### src/rtl/hazard_scoreboard.sv
// Hazard/stall unit for the pipelined MIPS core, sitting beside the decoder in D.
// Tracks each in-flight destination register and its remaining Tnew through the
// post-D stages, and checks them against the Tuse of the D-stage sources. It also
// owns the multi-cycle MDU busy counter, so HI/LO accesses can be stalled here.
module hazard_scoreboard #(
  parameter int NSTAGE   = 3,
  parameter int TNEW_W   = 3,
  parameter int MULT_LAT = 5,
  parameter int DIV_LAT  = 10,
  parameter int FSEL_W   = $clog2(NSTAGE + 1)
) (
  input  logic              clk,
  input  logic              reset,
  input  logic [4:0]        d_rs,
  input  logic [4:0]        d_rt,
  input  logic [TNEW_W-1:0] d_tuse_rs,
  input  logic [TNEW_W-1:0] d_tuse_rt,
  input  logic [4:0]        d_wr_addr,
  input  logic [TNEW_W-1:0] d_tnew,
  input  logic              d_md_start,
  input  logic              d_md_is_div,
  input  logic              d_md_access,
  output logic              stall,
  output logic              pc_en,
  output logic              d_reg_en,
  output logic              e_reg_clr,
  output logic [FSEL_W-1:0] fwd_rs_sel,
  output logic [FSEL_W-1:0] fwd_rt_sel,
  output logic              md_busy
);

  localparam int MAX_LAT = (DIV_LAT > MULT_LAT) ? DIV_LAT : MULT_LAT;
  localparam int MDC_W   = $clog2(MAX_LAT + 1);
  localparam logic [TNEW_W-1:0] TUSE_NONE = '1;

  // Stage k of the tracker holds the destination and remaining Tnew of the
  // instruction currently in post-D stage k (1 = E). Address 0 means "no write".
  logic [NSTAGE:1][4:0]        addr_q, addr_d;
  logic [NSTAGE:1][TNEW_W-1:0] tnew_q, tnew_d;
  logic [MDC_W-1:0]            md_cnt_q, md_cnt_d;

  logic              rs_hit, rt_hit;
  logic [FSEL_W-1:0] rs_stage, rt_stage;
  logic [TNEW_W-1:0] rs_tnew, rt_tnew;
  logic              data_stall, md_stall;

  // Nearest-stage lookup for rs; scanning from the oldest stage lets the youngest match win.
  always_comb begin
    rs_hit   = 1'b0;
    rs_stage = '0;
    rs_tnew  = '0;
    if (d_rs != 5'd0 && d_tuse_rs != TUSE_NONE) begin
      for (int k = NSTAGE; k >= 1; k--) begin
        if (addr_q[k] == d_rs) begin
          rs_hit   = 1'b1;
          rs_stage = FSEL_W'(k);
          rs_tnew  = tnew_q[k];
        end
      end
    end
  end

  // Nearest-stage lookup for rt, same shadowing rule as rs.
  always_comb begin
    rt_hit   = 1'b0;
    rt_stage = '0;
    rt_tnew  = '0;
    if (d_rt != 5'd0 && d_tuse_rt != TUSE_NONE) begin
      for (int k = NSTAGE; k >= 1; k--) begin
        if (addr_q[k] == d_rt) begin
          rt_hit   = 1'b1;
          rt_stage = FSEL_W'(k);
          rt_tnew  = tnew_q[k];
        end
      end
    end
  end

  // Stall and forward decisions; a pending producer forwards nothing so later stages re-resolve.
  always_comb begin
    data_stall = (rs_hit && (rs_tnew > d_tuse_rs)) || (rt_hit && (rt_tnew > d_tuse_rt));
    md_busy    = (md_cnt_q != '0);
    md_stall   = md_busy && (d_md_start || d_md_access);
    stall      = data_stall || md_stall;
    pc_en      = ~stall;
    d_reg_en   = ~stall;
    e_reg_clr  = stall;
    fwd_rs_sel = (rs_hit && rs_tnew == '0) ? rs_stage : '0;
    fwd_rt_sel = (rt_hit && rt_tnew == '0) ? rt_stage : '0;
  end

  // Next state: shift the tracker one stage, ageing Tnew; a stall injects a bubble into E.
  always_comb begin
    addr_d = addr_q;
    tnew_d = tnew_q;
    addr_d[1] = stall ? 5'd0 : d_wr_addr;
    tnew_d[1] = stall ? '0 : d_tnew;
    for (int k = 2; k <= NSTAGE; k++) begin
      addr_d[k] = addr_q[k-1];
      tnew_d[k] = (tnew_q[k-1] == '0) ? '0 : tnew_q[k-1] - 1'b1;
    end
    if (!stall && d_md_start) begin
      md_cnt_d = d_md_is_div ? MDC_W'(DIV_LAT) : MDC_W'(MULT_LAT);
    end else if (md_cnt_q != '0) begin
      md_cnt_d = md_cnt_q - 1'b1;
    end else begin
      md_cnt_d = '0;
    end
  end

  // State registers; reset clears the tracker and aborts any MDU operation.
  always_ff @(posedge clk) begin
    if (reset) begin
      addr_q   <= '0;
      tnew_q   <= '0;
      md_cnt_q <= '0;
    end else begin
      addr_q   <= addr_d;
      tnew_q   <= tnew_d;
      md_cnt_q <= md_cnt_d;
    end
  end

endmodule

### config.mk
export PLATFORM = sky130hd
export DESIGN_NAME = hazard_scoreboard
export DESIGN_NICKNAME = d
export VERILOG_FILES = /design/src/rtl/hazard_scoreboard.sv
export SDC_FILE = /design/constraint.sdc
export NUM_CORES = 1
export LEC_CHECK = 0
export ABC_AREA = 0
export CORE_MARGIN = 8
export CORE_UTILIZATION = 55
export CTS_CLUSTER_DIAMETER = 120
export CTS_CLUSTER_SIZE = 20
export DETAILED_ROUTE_END_ITERATION = 12
export PLACE_DENSITY_LB_ADDON = 0.12
export SLEW_MARGIN = 5
export SYNTH_ARGS = -nofsm -noshare
export SYNTH_HDL_FRONTEND = slang
export SYNTH_SLANG_ARGS = --single-unit
### constraint.sdc
create_clock -name clk -period 6.4 [get_ports clk]
set_input_delay 1.28 -clock clk [delete_from_list [all_inputs] [get_ports clk]]
set_output_delay 1.28 -clock clk [all_outputs]
set_load 0.02 [all_outputs]
# --- Word level (Yosys, flattened, before mapping) ---
# Index checks and enable logic that the tools add are counted.
classes:
  bitwise_logic: 1
  reduce_logical: 22
  magnitude_cmp: 2
  addsub: 3
  n_eq_ne: 8
  muxes: 29
ops:
  columns: ["operator", "count"]
  rows:
  - ["== test 5 bit", 6]
  - ["2-to-1 mux 3 bit", 8]
  - ["2-to-1 mux 2 bit", 10]
  - ["zero test 3 bit", 4]
  - ["2-to-1 mux 4 bit", 3]
  - ["nonzero test 5 bit", 2]
  - ["logical AND 1 bit", 8]
  - ["2-to-1 mux 1 bit", 8]
  - ["> comparator 3 bit", 2]
  - ["inequality test 3 bit (second input constant)", 2]
  - ["OR reduction 2 bit", 3]
  - ["subtractor 3 x 1 -> 3 bit (second input constant)", 2]
  - ["nonzero test 4 bit", 1]
  - ["subtractor 4 x 1 -> 4 bit (second input constant)", 1]
  - ["logical OR 1 bit", 3]
  - ["zero test 1 bit", 1]
  - ["NOT 1 bit", 1]
word_totals:
  output_inout_bits: 9
  ff_bits: 28
  in_bits: 29
  elab_cells: 72

# --- Depth between registers and ports, before layout ---
# Gate-level depths: netlist of the first run.
logic_depth:
  word_depth: 12
  ltp_mapped: 14

# --- Least setup slack after synthesis of the first run ---
# Ideal clock, no wire load.
synth_path:
  path_type: "input -> output"
  start: "in d_rt[2]"
  end: "out pc_en"
  setup_slack_ps: 1304
  required_time_ps: 5120
  cell_stages: 14
  n_path_buf: 1
  arrival_time_ps: 3816
  path_cell_list: "xnor2_1 > nand3_1 > nor3_1 > nor2b_1 > a221oi_1 > a211oi_1 > ha_1 > nor2b_1 > o21ai_0 > a21oi_2 > o311ai_4 > nand3_4 > inv_1 > buf_4"
synth_between:
  elab_chain_cells: 10
  elab_cells_between_ends: 18
  cone_classes: "order compare: 1; eq/ne: 3; mux: 8; bitwise: 1; reduce/logical: 5"
synth_rtl:
  columns: ["item", "line", "source"]
  rows:
  - ["start: declaration", "15", "input logic [4:0] d_rt,"]
  - ["== test 5 bit", "70", "if (addr_q[k] == d_rt) begin"]
  - ["2-to-1 mux 3 bit (3 in series)", "70", null]
  - ["2-to-1 mux 3 bit", "68", "if (d_rt != 5'd0 && d_tuse_rt != TUSE_NONE) begin"]
  - ["> comparator 3 bit", "81", "data_stall = (rs_hit && (rs_tnew > d_tuse_rs)) || (rt_hit && (rt_tnew > d_tuse_rt));"]
  - ["logical AND 1 bit (*)", "81", null]
  - ["logical OR 1 bit (*)", "81", null]
  - ["logical OR 1 bit (*)", "84", "stall = data_stall || md_stall;"]
  - ["named net e_reg_clr", "26", "output logic e_reg_clr,"]
  - ["NOT 1 bit (*)", null, null]
  - ["end: declaration", "24", "output logic pc_en,"]
# Mark *: on every way through the listed nets, which the timed path passes. The rest lies on a longest branch.

# --- Final worst setup path of the first run ---
layout_path:
  start: "in d_rs[0]"
  end: "out d_reg_en"
layout_between:
  elab_chain_cells: 10
  elab_cells_between_ends: 18
  cone_classes: "order compare: 1; eq/ne: 3; mux: 8; bitwise: 1; reduce/logical: 5"
layout_rtl:
  columns: ["item", "line", "source"]
  rows:
  - ["start: declaration", "14", "input logic [4:0] d_rs,"]
  - ["== test 5 bit", "54", "if (addr_q[k] == d_rs) begin"]
  - ["2-to-1 mux 3 bit (3 in series)", "54", null]
  - ["2-to-1 mux 3 bit", "52", "if (d_rs != 5'd0 && d_tuse_rs != TUSE_NONE) begin"]
  - ["> comparator 3 bit", "81", null]
  - ["logical AND 1 bit (*)", "81", null]
  - ["logical OR 1 bit (*)", "81", null]
  - ["logical OR 1 bit (*)", "84", null]
  - ["NOT 1 bit (*)", "86", "d_reg_en = ~stall;"]
  - ["end: declaration", "25", "output logic d_reg_en,"]
# Every way passes the cells marked *; elsewhere a longest branch is shown, timed or not.

==> metrics list, run 1 <==
- Global routing consumed, on the met1 layer, between 20% and 30% of the routing resources.
- In this run, synthesis produced a sequential element count of 28.
- For this run, global-route usage on met3 was measured as 4.77%.
- Drt total wl: between 4000 and 5000 um
- Async S/R FF share, synth: 0%
- Global routing consumed, on the met2 layer, between 20% and 30% of the routing resources.
- Post-synth top flop: sky130_fd_sc_hd__dfxtp_1
- The worst setup path is launched from an input port.
- Count of yosys warnings during synthesis: 0
- Type of the worst setup path: input port to output port
* Min setup slack post-route: 0.314 ns
- Max-cap violations in this run came to 0.
- In this run the number of H-tree levels came out at 1.
- Summed over all failing endpoints, the final setup total negative slack is 0 ns.
- Clock Skew: 0.00184 ns
* Final period demand of the worst path: 6.09 ns
- Entering global routing, the biggest net connects 28 pins.
- Dividing the synthesized area by the synthesized cell count gives between 9 and 10 um^2.
- Delay of the slowest cell on the worst path: between 0.6 and 0.7 ns
- Prior to clock tree synthesis, the placed netlist has a worst setup slack of approximately 0.33 ns.
- Class of the most critical hold timing path: register to register
- The count of nets left with antenna violations once routing finished came out at 0.
- The run finished with clean final reports.
- Data on the critical path arrives at its endpoint at slightly below 5 ns.
- Routed WL per cell: between 15 and 20 um
- TritonCTS clock tree: yes
- Tightest hold margin: approximately 0.52 ns
* Die H: between 70 and 80 um
- Required time of the critical path: between 5 and 6 ns
- Synth-to-Final Area Change: 26.2%
- Areal power density over the cells: between 200 and 300 nW/um^2
- Initial core utilization: a little under three fifths
- The largest individual stage delay along the critical path comes from the cell sky130_fd_sc_hd__clkdlybuf4s50_1.
- Dividing the detail-routed via count by the number of cells gives about 5.6.
- Final cell count without fillers: 287
- The number of gates resized after CTS was 0.
- The net count of the finished layout is about 280.
- In this run the worst path has a maximum fanout of 11.
* First-pass iteration count of the detailed router: 4
- Proportion of layout cells with a drive suffix above 1: approximately a tenth
* Clock-pin transition on the worst setup and hold timing paths: 0.15 ns
- Cts bufs inserted: 3
* Global-route wire length before repair: about 7200 um
* Overall power: between 0.6 and 0.7 mW
- The worst pin sits at a relative slew slack of between 60% and 70%.
- Filler Cells Inserted: 286
- Most frequent cell on the critical path: sky130_fd_sc_hd__clkdlybuf4s50_1
- In this run the post-CTS setup repair buffer count came out at 0.
- The number of hold violations in the final report was 0.
- Site row count: 21
- Least-Margin Pin Slew: 0.508 ns
- The global routing stage identified its most utilized layer as met2.
- Detailed placement ended at an HPWL of 3730 um.
- Area enclosed by the die boundary: 5430 um^2
* Number of distinct library cell variants in the gate-level netlist after synthesis: 42
- Dividing the final minimum period by the clock period gives a little over nine tenths.
- Die outline width: 73.7 um
- With fillers left out, the area of the finished cells amounts to around 2300 um^2.
* Antenna violations before repair: 0
- Leakage component of the power: between 0.8 and 0.9 nW
- Synthesized net count: 240
* Worst-skew pair later-pin latency: approximately 0.32 ns
- At the end of routability-driven placement, the weighted congestion stood at approximately 0.85.
- Placeable core region: 3260 um^2
* Instance count after placement with tap cells included: ~280
- Boundary pin count: 38
- After the first detailed-routing iteration, the DRC count stood at between 150 and 200.
- Drc violations: 0
* Total track usage: 16.8%
* Clk buf depth: 2
* Cell count after synthesis: approximately 200
- Slew Limit Fails: 0
- The via count of the first global-routing pass is ~1600.
- Routed vias: about 1600
- 0 antenna diodes ended up in the layout.
- Setup repair after global routing missed its margin: no
- Sequential area share after synthesis: a little under a third
* Utilization after layout: 71.0%
- Based on the critical path, the design can be clocked at up to around 160 MHz.
- Critical-path cell list: clkdlybuf4s50_1 > xor2_1 > nor3_1 > and2_1 > a221oi_1 > a211oi_1 > ha_1 > nor2b_1 > o21ai_0 > a21oi_1 > o311ai_4 > nand3_4 > inv_1 > clkdlybuf4s50_1
- Setup crit end kind: output port
- Setup Viol. Count Final: 0
* Clock root buffer: sky130_fd_sc_hd__clkbuf_4
- Input and output buffers added on the ports amount to 37.
* Number of flops mapped to enable cells by yosys: 0
* # clock sinks: 28
- Quantity of hold-fixing buffers added after cts: 0
- Synthesized cell area: 1830 um^2
- Across the VDD grid, the largest voltage drop is between 0.0002 and 0.0003 V.
- Global routing finished with a remaining overflow of 0.
* Placed standard-cell area: between 2000 and 2500 um^2
## path summary, 6_finish.rpt
check | slack, ns | endpoint | startpoint | cells after the start
min | 0.52 | tnew_q[3] | tnew_q[0] | 1
max | 0.31 | d_reg_en | d_rs[0] | 14
min reg2reg | 0.52 | tnew_q[3] | tnew_q[0] | 1
max reg2reg | 3.43 | tnew_q[2] | addr_d[11] | 13
## sequential cells by signal, indices dropped and copies added (netlist names)
| register | cells |
|---|---|
| addr_d | 10 |
| addr_q | 5 |
| md_cnt_q | 4 |
| tnew_q | 9 |
## critical path, delay by kind of cell
kind / cells / cell delay, ns
AND/OR/NAND/NOR: 4 / 0.93
AO/OA/AOI/OAI: 5 / 0.83
buffers and inverters: 3 / 1.26
adder cells (fa/ha/maj): 1 / 0.30
XOR/XNOR: 1 / 0.20
## layout by cell type, fill, tap and decap left out, drive strengths merged, types with 2 or more instances in the layout
| cell | n |
|---|---|
| a211o | 2 |
| a211oi | 5 |
| a21o | 2 |
| a21oi | 5 |
| a221oi | 4 |
| a22oi | 4 |
| buf | 5 |
| clkbuf | 3 |
| clkdlybuf4s50 | 37 |
| dfxtp | 28 |
| ha | 10 |
| inv | 16 |
| mux2i | 3 |
| nand2 | 3 |
| nand3 | 13 |
| nor2 | 17 |
| nor2b | 13 |
| nor3 | 8 |
| nor3b | 8 |
| o21ai | 7 |
| o311ai | 2 |
| o32ai | 2 |
| or4 | 2 |
| xnor2 | 16 |
| xor2 | 14 |
## synthesized netlist by cell type (2+ instances only)
| master | count | share of area, % |
|---|---|---|
| sky130_fd_sc_hd__or4_1 | 2 | 0.82 |
| sky130_fd_sc_hd__dfxtp_1 | 28 | 31 |
| sky130_fd_sc_hd__nand2_1 | 3 | 0.61 |
| sky130_fd_sc_hd__a22oi_1 | 4 | 1.6 |
| sky130_fd_sc_hd__nand3_1 | 12 | 3.3 |
| sky130_fd_sc_hd__a21oi_1 | 4 | 1.1 |
| sky130_fd_sc_hd__nor3_1 | 6 | 1.6 |
| sky130_fd_sc_hd__o32ai_1 | 2 | 0.96 |
| sky130_fd_sc_hd__a211oi_1 | 5 | 2.0 |
| sky130_fd_sc_hd__a21o_1 | 2 | 0.82 |
| sky130_fd_sc_hd__xor2_1 | 14 | 6.7 |
| sky130_fd_sc_hd__mux2i_1 | 3 | 1.6 |
| sky130_fd_sc_hd__nor3b_1 | 2 | 0.82 |
| sky130_fd_sc_hd__o21ai_0 | 5 | 1.4 |
| sky130_fd_sc_hd__nor3b_2 | 6 | 4.1 |
| sky130_fd_sc_hd__buf_4 | 2 | 0.82 |
| sky130_fd_sc_hd__a211o_1 | 2 | 0.96 |
| sky130_fd_sc_hd__nor2b_1 | 13 | 4.4 |
| sky130_fd_sc_hd__ha_1 | 10 | 6.8 |
| sky130_fd_sc_hd__nor3_2 | 2 | 1.1 |
| sky130_fd_sc_hd__a221oi_1 | 4 | 1.9 |
| sky130_fd_sc_hd__inv_1 | 16 | 3.3 |
| sky130_fd_sc_hd__nor2_1 | 17 | 3.5 |
| sky130_fd_sc_hd__xnor2_1 | 16 | 7.7 |
| sky130_fd_sc_hd__clkbuf_1 | 3 | 0.61 |
| sky130_fd_sc_hd__o311ai_4 | 2 | 2.9 |
## cells by family (layout without fill, tap and decap cells)
logic type	count (synthesis)	in the layout	synth area share, %
compound gates	37	37	17.1
flops	28	28	30.6
mux	3	3	1.64
simple gates	71	71	24.1
fa+ha+maj	10	10	6.83
xor+xnor	30	30	14.3
buf+inv	22	62	5.33
## report_power, final
group	switching [mW]	total, mW	internal [mW]	leakage [nW]
clock	0.0519	0.115	0.0633	0.0279
combinational	0.154	0.289	0.135	0.628
sequential	0.0400	0.249	0.209	0.230
## layer usage
| layer | wire, um | part of all wire, % |
|---|---|---|
| met5 | 0 | 0 |
| met4 | 68 | 1.5 |
| met3 | 410 | 9.0 |
| met2 | 2070 | 45 |
| met1 | 2020 | 44 |
## cell type report
class | count | area (um^2) | share of cell area [%]
clock inverters | 1 | 30.0 | 1.30
clock buffers | 3 | 22.5 | 0.974
repair buffers | 42 | 408 | 17.6
inverters | 16 | 60.1 | 2.60
well taps | 46 | 57.6 | 2.49
multi-input cells | 151 | 1170 | 50.8
flip-flops and latches | 28 | 561 | 24.2
No activity file was read; power rests on OpenSTA's default activity.
==> run 2: changes to the inputs <==
--- a/config.mk
+++ b/config.mk
@@ -6,9 +6,8 @@
 export NUM_CORES = 1
 export LEC_CHECK = 0
 export ABC_AREA = 0
-export CORE_MARGIN = 8
 export CORE_UTILIZATION = 55
-export CTS_CLUSTER_DIAMETER = 120
+export CTS_CLUSTER_DIAMETER = 30
 export CTS_CLUSTER_SIZE = 20
 export DETAILED_ROUTE_END_ITERATION = 12
 export PLACE_DENSITY_LB_ADDON = 0.12
==> metrics list, run 2 (synthesis results as in run 1) <==
- Status: finished, final reports clean (unchanged)
* Clock Skew: 0.00116 ns (was 0.00184 ns)
- The source-to-sink clock delay at the later pin of the worst-skew pair came to 0.32 ns (about the same).
- The number of hold violations in the final report is 0 (unchanged).
* Number of resized instances in the post-cts repair step: 0 (unchanged)
- Delay of the slowest cell on the worst path: 0.61 ns (was 0.62 ns)
- Area enclosed by the die boundary: 3570 um^2 (was 5430 um^2)
- Worst hold path startpoint: tnew_q[0] (unchanged)
- The library cell used as clock root buffer is sky130_fd_sc_hd__clkbuf_4 (unchanged).
* Setup Viol. Count Final: 0 (unchanged)
- Hold EP: tnew_q[3] (unchanged)
- The number of buffers and inverters on the critical path was 3 (unchanged).
* Relative contribution of sequential cells to total power: 38.3% (was 38.1%)
- Vias in the first global route: 1591 (was 1620)
* Critical-path cell list: clkdlybuf4s50_1 > xor2_1 > nor3_1 > and2_1 > a221oi_1 > a211oi_1 > ha_1 > nor2b_1 > o21ai_0 > a21oi_1 > o311ai_4 > nand3_4 > inv_1 > clkdlybuf4s50_1 (unchanged)
- Final GP Congestion: 0.867 (was 0.851)
- First-pass iteration count of the detailed router: 4 (unchanged)
- The total net switching power is 0.244 mW (was 0.246 mW).
- Leakage component of the power: 0.880 nW (was 0.885 nW)
- The TritonCTS buffer count is 3 (unchanged).
- Final period demand of the worst path: 6.19 ns (was 6.09 ns)
* Drt initial violations: 52 (was 154)
- The met3 usage came to 2.60% (was 4.77%).
* Required time of the critical path: 5.12 ns (about the same)
- The design internal power is 0.407 mW (about the same).
- The class of the tightest hold or removal check is register to register (unchanged).
- Clk buf depth: 2 (unchanged)
* Count of buffers added by post-CTS timing repair for setup: 0 (unchanged)
- Global-route wire length before repair: 6950 um (was 7230 um)
- Synth-to-Final Area Change: 26.0% (was 26.2%)
- The post-layout net count is 280 (was 281).
- Flop2flop setup slack: 3.32 ns (was 3.43 ns)
* Filler Cells Inserted: 249 (was 286)
- Flip-flop count of the largest register after layout: 10 (unchanged)
- Max-Slew Margin vs Limit: 72.0% (was 65.8%)
- The via count was 1582 (was 1609).
- Least-Margin Pin Slew: 0.417 ns (was 0.508 ns)
* Critical R2R Capture: tnew_q[2] (unchanged)
- The aggregate global routing overflow is 0 (unchanged).
* Most frequent cells in the layout: sky130_fd_sc_hd__clkdlybuf4s50_1, sky130_fd_sc_hd__dfxtp_1, sky130_fd_sc_hd__nor2_1 (unchanged)
- The endpoint type of the worst setup path was an output port (unchanged).
- Overall power: 0.652 mW (was 0.653 mW)
- Die H: 59.7 um (was 73.7 um)
- Final-layout setup total negative slack: 0 ns (unchanged)
- Maximum level of the CTS H-tree: 1 (unchanged)
- Min setup slack post-route: 0.213 ns (was 0.314 ns)
- Worst hold path stage count: 1 (unchanged)
- The worst hold slack was 0.510 ns (was 0.525 ns).
- The count of inserted antenna diode cells came to 0 (unchanged).
- The depth of the worst register-to-register path came to 12 (was 13).
* Boundary pin count: 38 (unchanged)
* Areal power density over the cells: 282 nW/um^2 (about the same)
- The detailed-route wire length is 4290 um (was 4570 um).
- Count of max-cap constraint violations: 0 (unchanged)
- Largest voltage drop on the vdd net: 0.000234 V (was 0.000253 V)
- The leading cell type in the layout, fill and taps excluded was sky130_fd_sc_hd__clkdlybuf4s50_1 (unchanged).
- Worst path top cell family by delay: buffers and inverters (unchanged)
* Master of the slowest instance on the critical path: sky130_fd_sc_hd__clkdlybuf4s50_1 (unchanged)
- The count of input and output buffers came to 37 (unchanged).
- The number of sinks on the clock net is 28 (unchanged).
* Storage cell area: 561 um^2 (unchanged)
- Part of the total power dissipated in the clock network: 17.2% (was 17.7%)
* Post-DP HPWL: 3600 um (was 3730 um)
* Data arrival time of the critical path: 4.91 ns (was 4.81 ns)
* Highest-utilization routing layer at the global route stage: met2 (unchanged)
* Routed vias/inst: 5.57 (was 5.61)
* Met2 track demand over resource in global routing: 45.2% (was 26.6%)
- Slew Limit Fails: 0 (unchanged)
- The remaining design rule violation count was 0 (unchanged).
- Reg2Reg Launch Point: addr_d[12] (was addr_d[11])
- Placeable core region: 3100 um^2 (was 3260 um^2)
* Total track usage: 26.3% (was 16.8%)
- Type of the worst setup path: input port to output port (unchanged)
- The CTS tree was yes (unchanged).
* Dpl ws: 0.135 ns (was 0.329 ns)
* Die outline width: 59.7 um (was 73.7 um)
* Kind of launch point of the worst setup path: input port (unchanged)
- The cts-stage hold buffer count is 0 (unchanged).
- The number of standard-cell rows in the floorplan came to 20 (was 21).
* Multi-input combinational cell area: 1180 um^2 (was 1170 um^2)
* Initial core utilization: 59.0% (was 56.2%)
* Crit path max fanout: 11 (unchanged)
* Antenna violations before repair: 0 (unchanged)
- Largest net degree at the start of global routing: 28 (unchanged)
* Most frequent cell on the critical path: sky130_fd_sc_hd__clkdlybuf4s50_1 (unchanged)
- Setup repair after global routing missed its margin: no (unchanged).
- Remaining number of nets flagged by the antenna check after routing: 0 (unchanged)
- The clock-pin transition on the worst setup and hold timing paths was 0.14 ns (was 0.15 ns).
- The maximum clock frequency is 162 MHz (was 164 MHz).
- Routed WL per cell: 15.1 um (was 15.9 um)
* Switching part of the total: 37.5% (was 37.7%)
* Proportion of layout cells with a drive suffix above 1: 10.0% (was 9.96%)
- Met1 Track Usage GR: 32.8% (was 21.3%)
- The post-route fraction of the period consumed by the critical path is 96.7% (was 95.1%).
* Part of the total power dissipated in combinational logic: 44.5% (was 44.3%)
run 2: cell types whose count changed in the layout (fill, tap and decap cells not counted), sizes merged:
cell | before | now
buf | 5 | 4
run 2: worst reg2reg max path: cells and delay by family, from the launching register on:
family | cells | cell delay, ns
AOI/OAI and AO/OA | 5 | 0.83
adders and majority gates | 1 | 0.31
DFF | 1 | 0.38
and+or+nand+nor | 5 | 1.34
xor gates and xnor gates | 1 | 0.15
run 2: power groups by stage:
stage | Sequential [mW] | Combinational (mW) | Clock [mW]
3_5_place_dp | 0.252 | 0.289 | 0
3_3_place_gp | 0.250 | 0.273 | 0
5_1_grt | 0.253 | 0.316 | 0.121
2_1_floorplan | 0.237 | 0.200 | 0
6_report | 0.249 | 0.290 | 0.112
4_1_cts | 0.248 | 0.291 | 0.113
run 2: how the worst max path moves through the flow:
stage	cells after the start	end	slack, ns	from
after detailed placement	14	d_reg_en	0.14	d_rs[2]
after floorplan	14	pc_en	1.30	d_rt[2]
after global routing	14	pc_en	0.04	d_rs[2]
final	14	d_reg_en	0.21	d_rs[0]
after global placement	14	pc_en	0.33	d_rs[1]
after CTS	14	d_reg_en	0.13	d_rs[3]
run 2: area by class of cell:
cell class                      count  share of cell area [%]
Multi-Input combinational cell    151                    51.1
Sequential cell                    28                    24.3
Timing Repair Buffer               41                    17.4
Inverter                           16                    2.60
Tap cell                           44                    2.39
Clock inverter                      1                    1.30
Clock buffer                        3                   0.976
run 2: stage by stage:
stage,util [%],cells,cell area (um^2)
finish,74.4,284,2310
global route,74.4,284,2310
floorplan,-,201,1830
CTS,74.2,284,2300
detailed placement,72.5,280,2250
global placement,72.5,280,2250
run 2: metal layers:
layer | vias to the layer above | share of wire (%)
met5 | - | 0
met4 | 0 | 1.4
met3 | 6 | 5.2
met2 | 57 | 50
met1 | 729 | 43
li1 | 790 | -
